File: config.mk
export PLATFORM = sky130hd
export DESIGN_NAME = alu_exec_unit
export DESIGN_NICKNAME = d
export VERILOG_FILES = /design/src/rtl/alu_exec_unit.sv
export SDC_FILE = /design/constraint.sdc
export NUM_CORES = 1
export LEC_CHECK = 0
export CAP_MARGIN = 5
export CORE_MARGIN = 10
export CORE_UTILIZATION = 45
export CTS_CLUSTER_SIZE = 16
export DETAILED_ROUTE_END_ITERATION = 16
export PLACE_DENSITY = 0.76
export SYNTH_ARGS = -nofsm -noshare
export SYNTH_HDL_FRONTEND = slang
export SYNTH_SLANG_ARGS = --single-unit
File: constraint.sdc
create_clock -name clk -period 5.2 [get_ports clk]
set_input_delay 1.04 -clock clk [delete_from_list [all_inputs] [get_ports clk]]
set_output_delay 1.04 -clock clk [all_outputs]
set_load 0.02 [all_outputs]
File: src/rtl/alu_exec_unit.sv
// alu_exec_unit
//   Execution unit fed by the one-hot ALU select from alu_control_unit.
//   Operands are taken on a valid/ready handshake. ADD, SUB, AND, OR and NOT
//   complete in one cycle. SHR/SHL shift one bit per cycle under a small
//   FSM, so in_ready drops for shamt cycles.
//   Maintains the condition-code register ccr = {C, N, Z}.
//
//   Build option:
//     ALU_BARREL_SHIFT_EN - shifts use a combinational barrel shifter and
//                           complete in one cycle. The SHIFT state is not
//                           built and in_ready stays 1.
//
//   Ports
//     clk, rst_n      clock (rising edge), synchronous active-low reset
//     alu_sel         one-hot op: [0]ADD [1]SUB [2]AND [3]OR [4]NOT [5]SHR [6]SHL, 0 = NOP
//     op_a, op_b      operands
//     shamt           shift amount
//     in_valid        request; in_ready = unit can accept
//     flag_set_c      force C to 1 (SETC)
//     flag_clr_c      force C to 0 (CLRC)
//     out_valid       one-cycle pulse: result/ccr updated
//     result          registered result
//     ccr             {C, N, Z}
//     err             one-cycle pulse with out_valid: alu_sel was not one-hot
//
//   FSM (iterative shifter only)
//     state | meaning
//     IDLE  | ready; single-cycle ops complete here
//     SHIFT | shifting work_q one bit per edge until cnt_q reaches 0
//
//   SHAMT_W must satisfy 2**SHAMT_W >= WIDTH.
module alu_exec_unit #(
  parameter int WIDTH   = 16,
  parameter int SHAMT_W = 4
) (
  input  logic               clk,
  input  logic               rst_n,
  input  logic [6:0]         alu_sel,
  input  logic [WIDTH-1:0]   op_a,
  input  logic [WIDTH-1:0]   op_b,
  input  logic [SHAMT_W-1:0] shamt,
  input  logic               in_valid,
  output logic               in_ready,
  input  logic               flag_set_c,
  input  logic               flag_clr_c,
  output logic               out_valid,
  output logic [WIDTH-1:0]   result,
  output logic [2:0]         ccr,
  output logic               err
);

  logic             out_valid_q;
  logic             err_q;
  logic [WIDTH-1:0] result_q;
  logic [2:0]       ccr_q;

  logic             accept;
  logic             sel_nop;
  logic             sel_onehot;
  logic [WIDTH:0]   sum_w;

  logic             fin_valid;
  logic             fin_err;
  logic             fin_wr;
  logic [WIDTH-1:0] fin_res;
  logic             fin_c;
  logic             fin_c_upd;
  logic             start_shift;

  logic             c_d;
  logic [2:0]       ccr_d;
  logic [WIDTH-1:0] result_d;

`ifdef ALU_BARREL_SHIFT_EN
  // One guard bit catches the last bit shifted out.
  logic [WIDTH:0] shl_ext;
  logic [WIDTH:0] shr_ext;

  assign shl_ext  = {1'b0, op_a} << shamt;
  assign shr_ext  = {op_a, 1'b0} >> shamt;
  assign in_ready = 1'b1;
`else
  typedef enum logic {
    IDLE  = 1'b0,
    SHIFT = 1'b1
  } state_e;

  state_e               state_q;
  logic [SHAMT_W-1:0]   cnt_q;
  logic [WIDTH-1:0]     work_q;
  logic                 dir_left_q;
  logic [WIDTH-1:0]     step_res;
  logic                 step_c;

  assign step_res = dir_left_q ? (work_q << 1) : (work_q >> 1);
  assign step_c   = dir_left_q ? work_q[WIDTH-1] : work_q[0];
  assign in_ready = (state_q == IDLE);
`endif

  assign accept     = in_valid & in_ready;
  assign sel_nop    = (alu_sel == 7'd0);
  assign sel_onehot = !sel_nop && ((alu_sel & (alu_sel - 7'd1)) == 7'd0);
  assign sum_w      = {1'b0, op_a} + {1'b0, op_b};

  always_comb begin
    fin_valid   = 1'b0;
    fin_err     = 1'b0;
    fin_wr      = 1'b0;
    fin_res     = result_q;
    fin_c       = ccr_q[2];
    fin_c_upd   = 1'b0;
    start_shift = 1'b0;
`ifndef ALU_BARREL_SHIFT_EN
    if (state_q == SHIFT) begin
      if (cnt_q == SHAMT_W'(1)) begin
        fin_valid = 1'b1;
        fin_wr    = 1'b1;
        fin_res   = step_res;
        fin_c     = step_c;
        fin_c_upd = 1'b1;
      end
    end else
`endif
    if (accept) begin
      fin_valid = 1'b1;
      if (!sel_nop) begin
        if (!sel_onehot) begin
          fin_err = 1'b1;
        end else begin
          fin_wr = 1'b1;
          if (alu_sel[0]) begin
            fin_res   = sum_w[WIDTH-1:0];
            fin_c     = sum_w[WIDTH];
            fin_c_upd = 1'b1;
          end else if (alu_sel[1]) begin
            fin_res   = op_a - op_b;
            fin_c     = (op_a < op_b);
            fin_c_upd = 1'b1;
          end else if (alu_sel[2]) begin
            fin_res = op_a & op_b;
          end else if (alu_sel[3]) begin
            fin_res = op_a | op_b;
          end else if (alu_sel[4]) begin
            fin_res = ~op_a;
          end else if (shamt == '0) begin
            fin_res = op_a;
          end else begin
`ifdef ALU_BARREL_SHIFT_EN
            fin_c_upd = 1'b1;
            if (alu_sel[6]) begin
              fin_res = shl_ext[WIDTH-1:0];
              fin_c   = shl_ext[WIDTH];
            end else begin
              fin_res = shr_ext[WIDTH:1];
              fin_c   = shr_ext[0];
            end
`else
            // Result and flags are written when the shift finishes.
            fin_valid   = 1'b0;
            fin_wr      = 1'b0;
            start_shift = 1'b1;
`endif
          end
        end
      end
    end
  end

  // SETC/CLRC win over the op's carry; asserting both is treated as no command.
  always_comb begin
    if (flag_set_c != flag_clr_c) begin
      c_d = flag_set_c;
    end else if (fin_c_upd) begin
      c_d = fin_c;
    end else begin
      c_d = ccr_q[2];
    end
    if (fin_wr) begin
      ccr_d    = {c_d, fin_res[WIDTH-1], (fin_res == '0)};
      result_d = fin_res;
    end else begin
      ccr_d    = {c_d, ccr_q[1:0]};
      result_d = result_q;
    end
  end

  always_ff @(posedge clk) begin
    if (!rst_n) begin
      out_valid_q <= 1'b0;
      err_q       <= 1'b0;
      result_q    <= '0;
      ccr_q       <= 3'b000;
`ifndef ALU_BARREL_SHIFT_EN
      state_q     <= IDLE;
      cnt_q       <= '0;
      work_q      <= '0;
      dir_left_q  <= 1'b0;
`endif
    end else begin
      out_valid_q <= fin_valid;
      err_q       <= fin_err;
      result_q    <= result_d;
      ccr_q       <= ccr_d;
`ifndef ALU_BARREL_SHIFT_EN
      case (state_q)
        IDLE: begin
          if (start_shift) begin
            work_q     <= op_a;
            cnt_q      <= shamt;
            dir_left_q <= alu_sel[6];
            state_q    <= SHIFT;
          end
        end
        SHIFT: begin
          work_q <= step_res;
          cnt_q  <= cnt_q - SHAMT_W'(1);
          if (cnt_q == SHAMT_W'(1)) begin
            state_q <= IDLE;
          end
        end
      endcase
`endif
    end
  end

  assign out_valid = out_valid_q;
  assign err       = err_q;
  assign result    = result_q;
  assign ccr       = ccr_q;

endmodule
Word-level counts from Yosys, hierarchy flattened

Cells that the tools add are included.

Equality and inequality tests: 3
$lt $le $gt $ge: 1
$add $sub $neg: 4
Reduce and logical (&&, ||, !) cells: 8
Bitwise operators: 8
Muxes and demuxes: 61

Operators by type and width:

| operator                                                                | count |
|---|---|
| 16-bit 2-to-1 mux                                                       | 13 |
| 1-bit 2-to-1 mux                                                        | 44 |
| 16-bit case mux with 2 select lines                                     | 1 |
| 16-bit by 16-bit adder with 17-bit output                               | 1 |
| 16-bit bitwise AND                                                      | 1 |
| 16-bit zero test                                                        | 1 |
| 16-bit less-than comparator                                             | 1 |
| 16-bit NOT                                                              | 1 |
| 16-bit OR                                                               | 1 |
| 16-bit subtractor                                                       | 1 |
| 7-bit zero test                                                         | 2 |
| 4-bit case mux with 2 select lines                                      | 1 |
| 7-bit bitwise AND                                                       | 1 |
| 7-bit by 1-bit subtractor with 7-bit output, second input constant      | 1 |
| 4-bit by 1-bit equality test with 1-bit output, second input constant   | 1 |
| 4-bit zero test                                                         | 1 |
| 4-bit 2-to-1 mux                                                        | 1 |
| 4-bit OR reduction                                                      | 1 |
| 4-bit by 1-bit subtractor with 4-bit output, second input constant      | 1 |
| 1-bit NOT                                                               | 3 |
| 2-bit by 1-bit inequality test with 1-bit output, second input constant | 1 |
| 1-bit case mux with 2 select lines                                      | 1 |
| 2-bit AND reduction                                                     | 1 |
| 1-bit bitwise AND                                                       | 1 |
| other kinds (3)                                                         | 3 |

Logic and storage cells: 94
Output and inout bits: 22
Bits in registers: 43
Input bits: 48

Logic depth before layout (Yosys ltp)

Gate-level depths: netlist of run 1.

Depth in word-level cells: 13
Gate-level depth with buffers: 14
Depth with buffers taken out: 14

Worst setup path before layout of run 1

Ideal clock, no wire load.

Kind: input to register
Start: input port op_a[6]
End: register ccr_q[0] (netlist: ccr[0])
Data required time: 5131 ps
Arrival time: 3290 ps
Setup slack: 1841 ps
Library setup time: 69 ps
Buffers on the path: 1
Stages on the path: 13
Path through: inv_1 ha_1 buf_2 nor2b_1 nor4_1 a2111oi_2 nand2b_1 xor2_1 a21oi_1 a221oi_1 and4_1 nand4_1 o21ai_1

Word-level cells in the longest chain between the ends: 11
Elaborated cells between the ends (all ways): 16
Those cells by class: add/sub: 2; mux: 10; bitwise: 3; reduce/logical: 1

Ends and longest elaborated chain:

| what                                                                      | RTL line | source |
|---|---|---|
| start: declaration                                                        | 39       | `input logic [WIDTH-1:0] op_a,` |
| parallel branches: the longest is 5 deep, another holds 16-bit subtractor | -        |  |
| 16-bit 2-to-1 mux (*)                                                     | 131      | `if (alu_sel[0]) begin` |
| 16-bit 2-to-1 mux (*)                                                     | 127      | `if (!sel_onehot) begin` |
| 16-bit 2-to-1 mux (*)                                                     | 126      | `if (!sel_nop) begin` |
| 16-bit 2-to-1 mux (*)                                                     | 124      | `if (accept) begin` |
| 16-bit 2-to-1 mux (*)                                                     | 114      | `if (state_q == SHIFT) begin` |
| 16-bit zero test (*)                                                      | 179      | `ccr_d = {c_d, fin_res[WIDTH-1], (fin_res == '0)};` |
| end signal: assignment                                                    | 203      | `ccr_q <= ccr_d;` |
| end: declaration                                                          | 55       | `logic [2:0] ccr_q;` |

Every way passes the cells marked *.
A chain may end at the register's enable or synchronous reset.

Worst setup path in the final report of run 1

Start: input port op_a[0]
End: register ccr_q[2] (netlist: ccr[2])

Word-level cells in the longest chain between the ends: 9
Elaborated cells between the ends (all ways): 10
Those cells by class: add/sub: 1; order compare: 1; mux: 8

Ends and longest elaborated chain:

| what                        | RTL line | source |
|---|---|---|
| 16-bit less-than comparator | 137      | `fin_c = (op_a < op_b);` |
| 1-bit 2-to-1 mux            | 135      | `end else if (alu_sel[1]) begin` |
| 1-bit 2-to-1 mux (*)        | 131      |  |
| 1-bit 2-to-1 mux (*)        | 127      |  |
| 1-bit 2-to-1 mux (*)        | 126      |  |
| 1-bit 2-to-1 mux (*)        | 124      |  |
| 1-bit 2-to-1 mux (*)        | 114      |  |
| 1-bit 2-to-1 mux (*)        | 173      | `end else if (fin_c_upd) begin` |
| 1-bit 2-to-1 mux (*)        | 171      | `if (flag_set_c != flag_clr_c) begin` |

Every way passes the cells marked *; elsewhere a longest branch is shown, timed or not.

==> results.yml, run 1 <==
clock_network:
  clock_sinks: 42
  cts_resized: 0
  path_clk_slew_ps: 60
  cts_setup_buffers: 0
  numCtsBuffers: 5
  cts_tree: "yes"
  clkLatencyLatePin_ps: 290
  root_buffer: "clkbuf_16"
  htreeDepth: 2
  cts_max_path_buffers: 2
  postCtsHoldBufs: 0
worst_setup_path:
  cp.arrival_ps: 4400
  cp-end-kind: "register"
  required_ps: 5360
  path_class: "primary input to register"
  cp-start-kind: "primary input"
  cp_max_fo: 7
timing:
  final.setup.tns_ps: 0
  fin_ws_ps: 962
  setup_violations: 0
  slew_headroom: 0.373
  drv_slew: 0
  max_freq_ghz: 0.236
  rsz0062_at_grt: "no"
  min_period_ps: 4240
  hold_violations: 0
  worst-slew-pin-transition_ps: 939
  clock_skew_ps: 7.20
  period_share: 0.815
layout:
  area_growth_pct: 17.0
  fillers: 1073
  drive_gt1_frac: 0.0631
  layout.nets: 860
  final_common_cell: "nand2_1"
  diodes: 0
  mostFrequentLayoutCells: "nand2_1 (89), clkdlybuf4s50_1 (69), inv_1 (63), nor2_1 (61), a21oi_1 (57)"
  fin_util: 0.547
logic_synthesis:
  syn_inst: 720
  synth-seq-area-share: 0.164
  yosys.area_share.simple: 0.248
  synth_warnings: 0
  syn-num-nets: 820
  synth_fa_ha_area_frac: 0.132
  postSynth.asyncResetShare: 0
  yosysUniqueCellTypes: 73
  syn_area_um2: 5130
  synth-main-ff-cell: "dfxtp_1"
  synth-seq-cells: 42
  synth-compound-area-share: 0.287
  synth_top_family_by_area: "compound AO/OA/AOI/OAI gates"
  synth.avg_cell_area_um2: 7.13
  muxShareOfSynthArea: 0.0495
  synth-xor-area-share: 0.0205
  synth-edff-count: 0
status:
  status: "finished clean"
pwr:
  p_switching_mw: 0.352
  swShare: 0.333
  p_clk_frac: 0.339
  powerDensity_nw_per_um2: 176
  p_seq_frac: 0.313
  leakagePower_nw: 2.30
  p_int_mw: 0.705
  combPwrFrac: 0.349
  irDropWorstVdd_v: 0.000174
routing:
  wl_um: 17500
  dr.pass1.iters: 5
  vias: 5599
  dr.first_iter.drc_count: 559
  routed_via_density: 6.21
  wl_per_cell_um: 19.4
  remaining_drc_errors: 0
  route.antenna.remaining_nets: 0
global_routing:
  overflow: 0
  grtUsageMet2: 0.339
  grt_pass1_wl_um: 28000
  antenna_found_initial: 0
  grt_max_degree: 38
  grt_use_total: 0.206
  grt_pass1_vias: 5329
  use_met1: 0.273
  grt_busiest_layer: "met2"
  use_met3: 0.0229
floorplanning:
  io_pins: 70
  start_util: 0.467
  rows: 38
  die_w_um: 127
  core_um2: 11000
  die_area_um2: 16100
  fp.dieH_um: 127
place:
  port_buffers: 69
  hpwl_um: 13400
  gp_congestion: 0.912
  pre_cts_ws_ps: 723
hold_path:
  min_path_type: "register to register"
run:
  drv_cap: 0
==> state kept, by name, summed over array words and instances (netlist names) <==
name,cells
cnt_q,4
work_q,16
state_q,1
ccr,2
err,1
out_valid,1
dir_left_q,1
result,16
==> worst paths after layout <==
kind	to	depth (start not counted)	from	slack [ps]
min reg2reg	cnt_q[1]	2	cnt_q[1]	500
max reg2reg	ccr[0]	9	cnt_q[0]	2090
min	cnt_q[1]	2	cnt_q[1]	500
max	ccr[2]	15	op_a[0]	960
==> layer usage <==
metal / up-vias / part of all wire
met1: 2603 / 0.43
met5: - / 0
met4: 0 / 0.028
li1: 2643 / -
met2: 306 / 0.46
met3: 47 / 0.086
==> worst max-delay path, cell delays in order <==
cell and delay, ps:
clkdlybuf4s50_1 600, inv_1 100, ha_1 240, inv_1 70
fa_1 180, nand2b_1 110, a211o_1 320, a211oi_1 380
o22ai_1 250, a211o_1 320, a211oi_1 270, a221oi_1 140
a21oi_1 150, maj3_1 180, nor2_1 40
==> final cells by class <==
cell class / count / area (um^2) / area share
Multi-Input combinational cell: 565 / 3790 / 0.631
Inverter: 63 / 236 / 0.0394
Clock buffer: 5 / 125 / 0.0208
Tap cell: 140 / 175 / 0.0292
Timing Repair Buffer: 83 / 796 / 0.133
Sequential cell: 42 / 841 / 0.140
Clock inverter: 3 / 45.0 / 0.00750
==> cell usage after synthesis, types with 3 or more instances <==
master | count | area (um^2)
o21ai_0 | 37 | 185
buf_6 | 4 | 45.0
a211oi_2 | 4 | 50.1
o221ai_1 | 4 | 35.0
and2_1 | 5 | 31.3
o31ai_1 | 4 | 30.0
nor4_1 | 6 | 37.5
o22ai_1 | 3 | 18.8
a311oi_1 | 4 | 35.0
ha_1 | 50 | 626
and3_1 | 18 | 113
nand2_1 | 89 | 334
dfxtp_1 | 42 | 841
o211ai_1 | 5 | 37.5
mux2i_1 | 22 | 220
a31oi_1 | 8 | 50.1
a211o_1 | 11 | 96.3
o21bai_1 | 5 | 37.5
a221oi_1 | 6 | 52.6
xnor2_1 | 6 | 52.6
nor2_1 | 61 | 229
nor3b_1 | 3 | 22.5
nand4_1 | 6 | 37.5
inv_1 | 63 | 236
mux2_2 | 3 | 33.8
or3_1 | 4 | 25.0
or2_2 | 3 | 18.8
a22oi_1 | 5 | 37.5
xor2_1 | 6 | 52.6
nor2b_1 | 11 | 68.8
a211oi_1 | 28 | 210
buf_4 | 6 | 45.0
and4_1 | 3 | 26.3
nand2b_1 | 17 | 106
a21oi_1 | 57 | 285
a2111oi_0 | 6 | 52.6
clkbuf_1 | 25 | 93.8
buf_2 | 11 | 55.1
nand3_1 | 7 | 35.0
nor3_1 | 19 | 95.1
==> per-stage QoR <==
step	hold WS (ps)	std cells	area, um^2	power (mW)
final	503	901	6000	1.06
after floorplan	468	720	5130	0.577
after detailed placement	500	893	5830	0.699
after CTS	510	901	6000	1.05
after global routing	526	901	6000	1.10
after global placement	485	893	5830	0.697
==> power by group through the flow <==
stage,clock network [mW],registers [mW],logic [mW]
final,0.358,0.331,0.369
after global routing,0.369,0.331,0.403
after CTS,0.359,0.331,0.363
after detailed placement,0,0.338,0.361
after global placement,0,0.338,0.359
after floorplan,0,0.341,0.236
==> cell families (layout without fill, tap and decap cells) <==
| kind of cell | Yosys count | count (layout) |
|---|---|---|
| flip-flops | 42 | 42 |
| AND/OR/NAND/NOR | 261 | 261 |
| adder cells (fa/ha/maj) | 53 | 53 |
| AO/OA/AOI/OAI | 214 | 214 |
| multiplexers | 25 | 25 |
| buffers and inverters | 113 | 154 |
| XOR/XNOR | 12 | 12 |
No activity file was read; power rests on OpenSTA's default activity.
==> run 2: changes to the inputs <==
--- a/config.mk
+++ b/config.mk
@@ -10,7 +10,7 @@
 export CORE_UTILIZATION = 45
 export CTS_CLUSTER_SIZE = 16
 export DETAILED_ROUTE_END_ITERATION = 16
-export PLACE_DENSITY = 0.76
+export PLACE_DENSITY = 0.78
 export SYNTH_ARGS = -nofsm -noshare
 export SYNTH_HDL_FRONTEND = slang
 export SYNTH_SLANG_ARGS = --single-unit
==> constraint.sdc (replaced) <==
create_clock -name clk -period 3.8 [get_ports clk]
set_input_delay 0.76 -clock clk [delete_from_list [all_inputs] [get_ports clk]]
set_output_delay 0.76 -clock clk [all_outputs]
set_load 0.02 [all_outputs]
==> run 2 against run 1 <==
Sequential power is 37% higher. Wire length rose by 6.2%. Clock-buffer cell count is the same. Clock skew up 2.8 ps. First-iteration DRC count up 1.3%. Hold slack improved by 14 ps. Sequential share of layout area down 1.3 points. Largest cell class unchanged. Highest routed layer unchanged.
==> results.yml, run 2 (synthesis gave the netlist of run 1 again) <==
layout:
  drive_gt1_frac: 0.154
  final_common_cell: "buf_4"
  mostFrequentLayoutCells: "buf_4 (92), nand2_1 (89), clkdlybuf4s50_1 (69), inv_1 (63), nor2_1 (61)"
  final_cells: 979
  area_growth_pct: 28.8
  final_area_um2: 6610
  layout.nets: 938
  diodes: 0
timing:
  period_share: 0.962
  max_freq_ghz: 0.274
  worst-slew-pin-transition_ps: 535
  slew_headroom: 0.642
  rsz0062_at_grt: "yes"
  fin_ws_ps: 144
  setup_violations: 0
  drv_slew: 0
  clock_skew_ps: 9.95
  hold_violations: 0
  min_period_ps: 3660
global_routing:
  antenna_found_initial: 0
  grt_max_degree: 38
  grt_use_total: 0.218
  grt_pass1_wl_um: 29700
  overflow: 0
  grt_pass1_vias: 5812
clock_network:
  cts_tree: "yes"
  clock_sinks: 42
  postCtsHoldBufs: 0
  cts_max_path_buffers: 2
  path_clk_slew_ps: 70
  htreeDepth: 2
  numCtsBuffers: 5
  clkLatencyLatePin_ps: 290
  root_buffer: "clkbuf_16"
worst_setup_path:
  cp-start-kind: "primary input"
  cp.arrival_ps: 3840
  timing.rr.start: "cnt_q[0]"
  reg2regPathDepth: 11
  cp_max_fo: 3
  cp-end-kind: "register"
  r2r_slack_ps: 1040
  required_ps: 3990
  r2r-end: "ccr[0]"
  path_class: "primary input to register"
pwr:
  powerDensity_nw_per_um2: 227
  irDropWorstVdd_v: 0.000299
  finalPower_mw: 1.50
  leakagePower_nw: 2.68
routing:
  wl_per_cell_um: 19.0
  dr.pass1.iters: 5
  dr.first_iter.drc_count: 566
  remaining_drc_errors: 0
  wl_um: 18600
  routed_via_density: 6.11
  vias: 5984
  route.antenna.remaining_nets: 0
floorplanning:
  core_um2: 11000
  die_area_um2: 16100
  die_w_um: 127
  rows: 38
  start_util: 0.467
  io_pins: 70
  fp.dieH_um: 127
run:
  drv_cap: 0
place:
  port_buffers: 69
  hpwl_um: 14400
  gp_congestion: 0.962
  placed_cells: 971
  place_area_um2: 6420
  pre_cts_ws_ps: -224
hold_path:
  hold_path.startpoint: "cnt_q[1]"
  min_path_type: "register to register"
  holdPathStages: 2
  hold_end: "cnt_q[1]"
status:
  status: "finished clean"
## run 2: worst max-delay path: stages
cell	delay, ps
clkdlybuf4s50_1	520
inv_1	80
ha_1	230
inv_1	80
fa_1	190
nand2b_1	80
buf_4	150
a211oi_2	260
mux2i_1	110
or4_1	520
o21ai_0	180
o211ai_1	120
and3_1	190
and4_1	210
nand4_1	100
o21ai_1	60
## run 2: cell type report
type                    count  area (um^2)
clock inverters             3         25.0
fillers                  1011         4380
well taps                 140          175
clock buffers               5          125
repair buffers            161         1380
multi-input cells         565         3820
inverters                  63          236
flip-flops and latches     42          841
## run 2: metal layers
layer,share of wire,vias up,global-route usage,routed length (um)
met5,0,-,0,0
met4,0.034,0,0.0817,639
met3,0.079,54,0.0279,1470
met2,0.46,308,0.361,8540
met1,0.43,2822,0.280,7930
li1,-,2800,-,-
## run 2: worst max-delay path by stage
stage / startpoint / to / slack (ps)
floorplan: op_a[6] / ccr[0] / 720
global placement: op_a[0] / ccr[2] / -130
detailed placement: op_a[0] / ccr[0] / -220
CTS: op_a[0] / ccr[0] / 80
global route: op_a[0] / ccr[0] / -20
finish: op_a[0] / ccr[0] / 140
## run 2: power by group
part | leakage [nW] | internal, mW | total (mW) | switching, mW
logic | 2.27 | 0.276 | 0.601 | 0.325
clock network | 0.0704 | 0.248 | 0.450 | 0.202
registers | 0.339 | 0.446 | 0.452 | 0.00538
total | 2.68 | 0.970 | 1.50 | 0.533
## run 2: per-stage QoR
step,utilization,hold slack [ps],setup TNS [ps]
floorplan,-,468,0
global placement,0.585,483,-242
detailed placement,0.585,509,-388
CTS,0.598,518,0
global route,0.602,541,-20.1
finish,0.602,518,0
## run 2: timing repair
| item | in CTS | in global routing |
|---|---|---|
| buffers inserted | 0 | 0 |
| endpoints found under the setup margin | 0 | 2 |
| resized for setup | 0 | 6 |
==> run 3: changes to the inputs <==
--- a/config.mk
+++ b/config.mk
@@ -14,3 +14,4 @@
 export SYNTH_ARGS = -nofsm -noshare
 export SYNTH_HDL_FRONTEND = slang
 export SYNTH_SLANG_ARGS = --single-unit
+export TNS_END_PERCENT = 100
==> results of run 3 <==
Same layout as run 2: the final DEF is identical, and so are final timing and power.
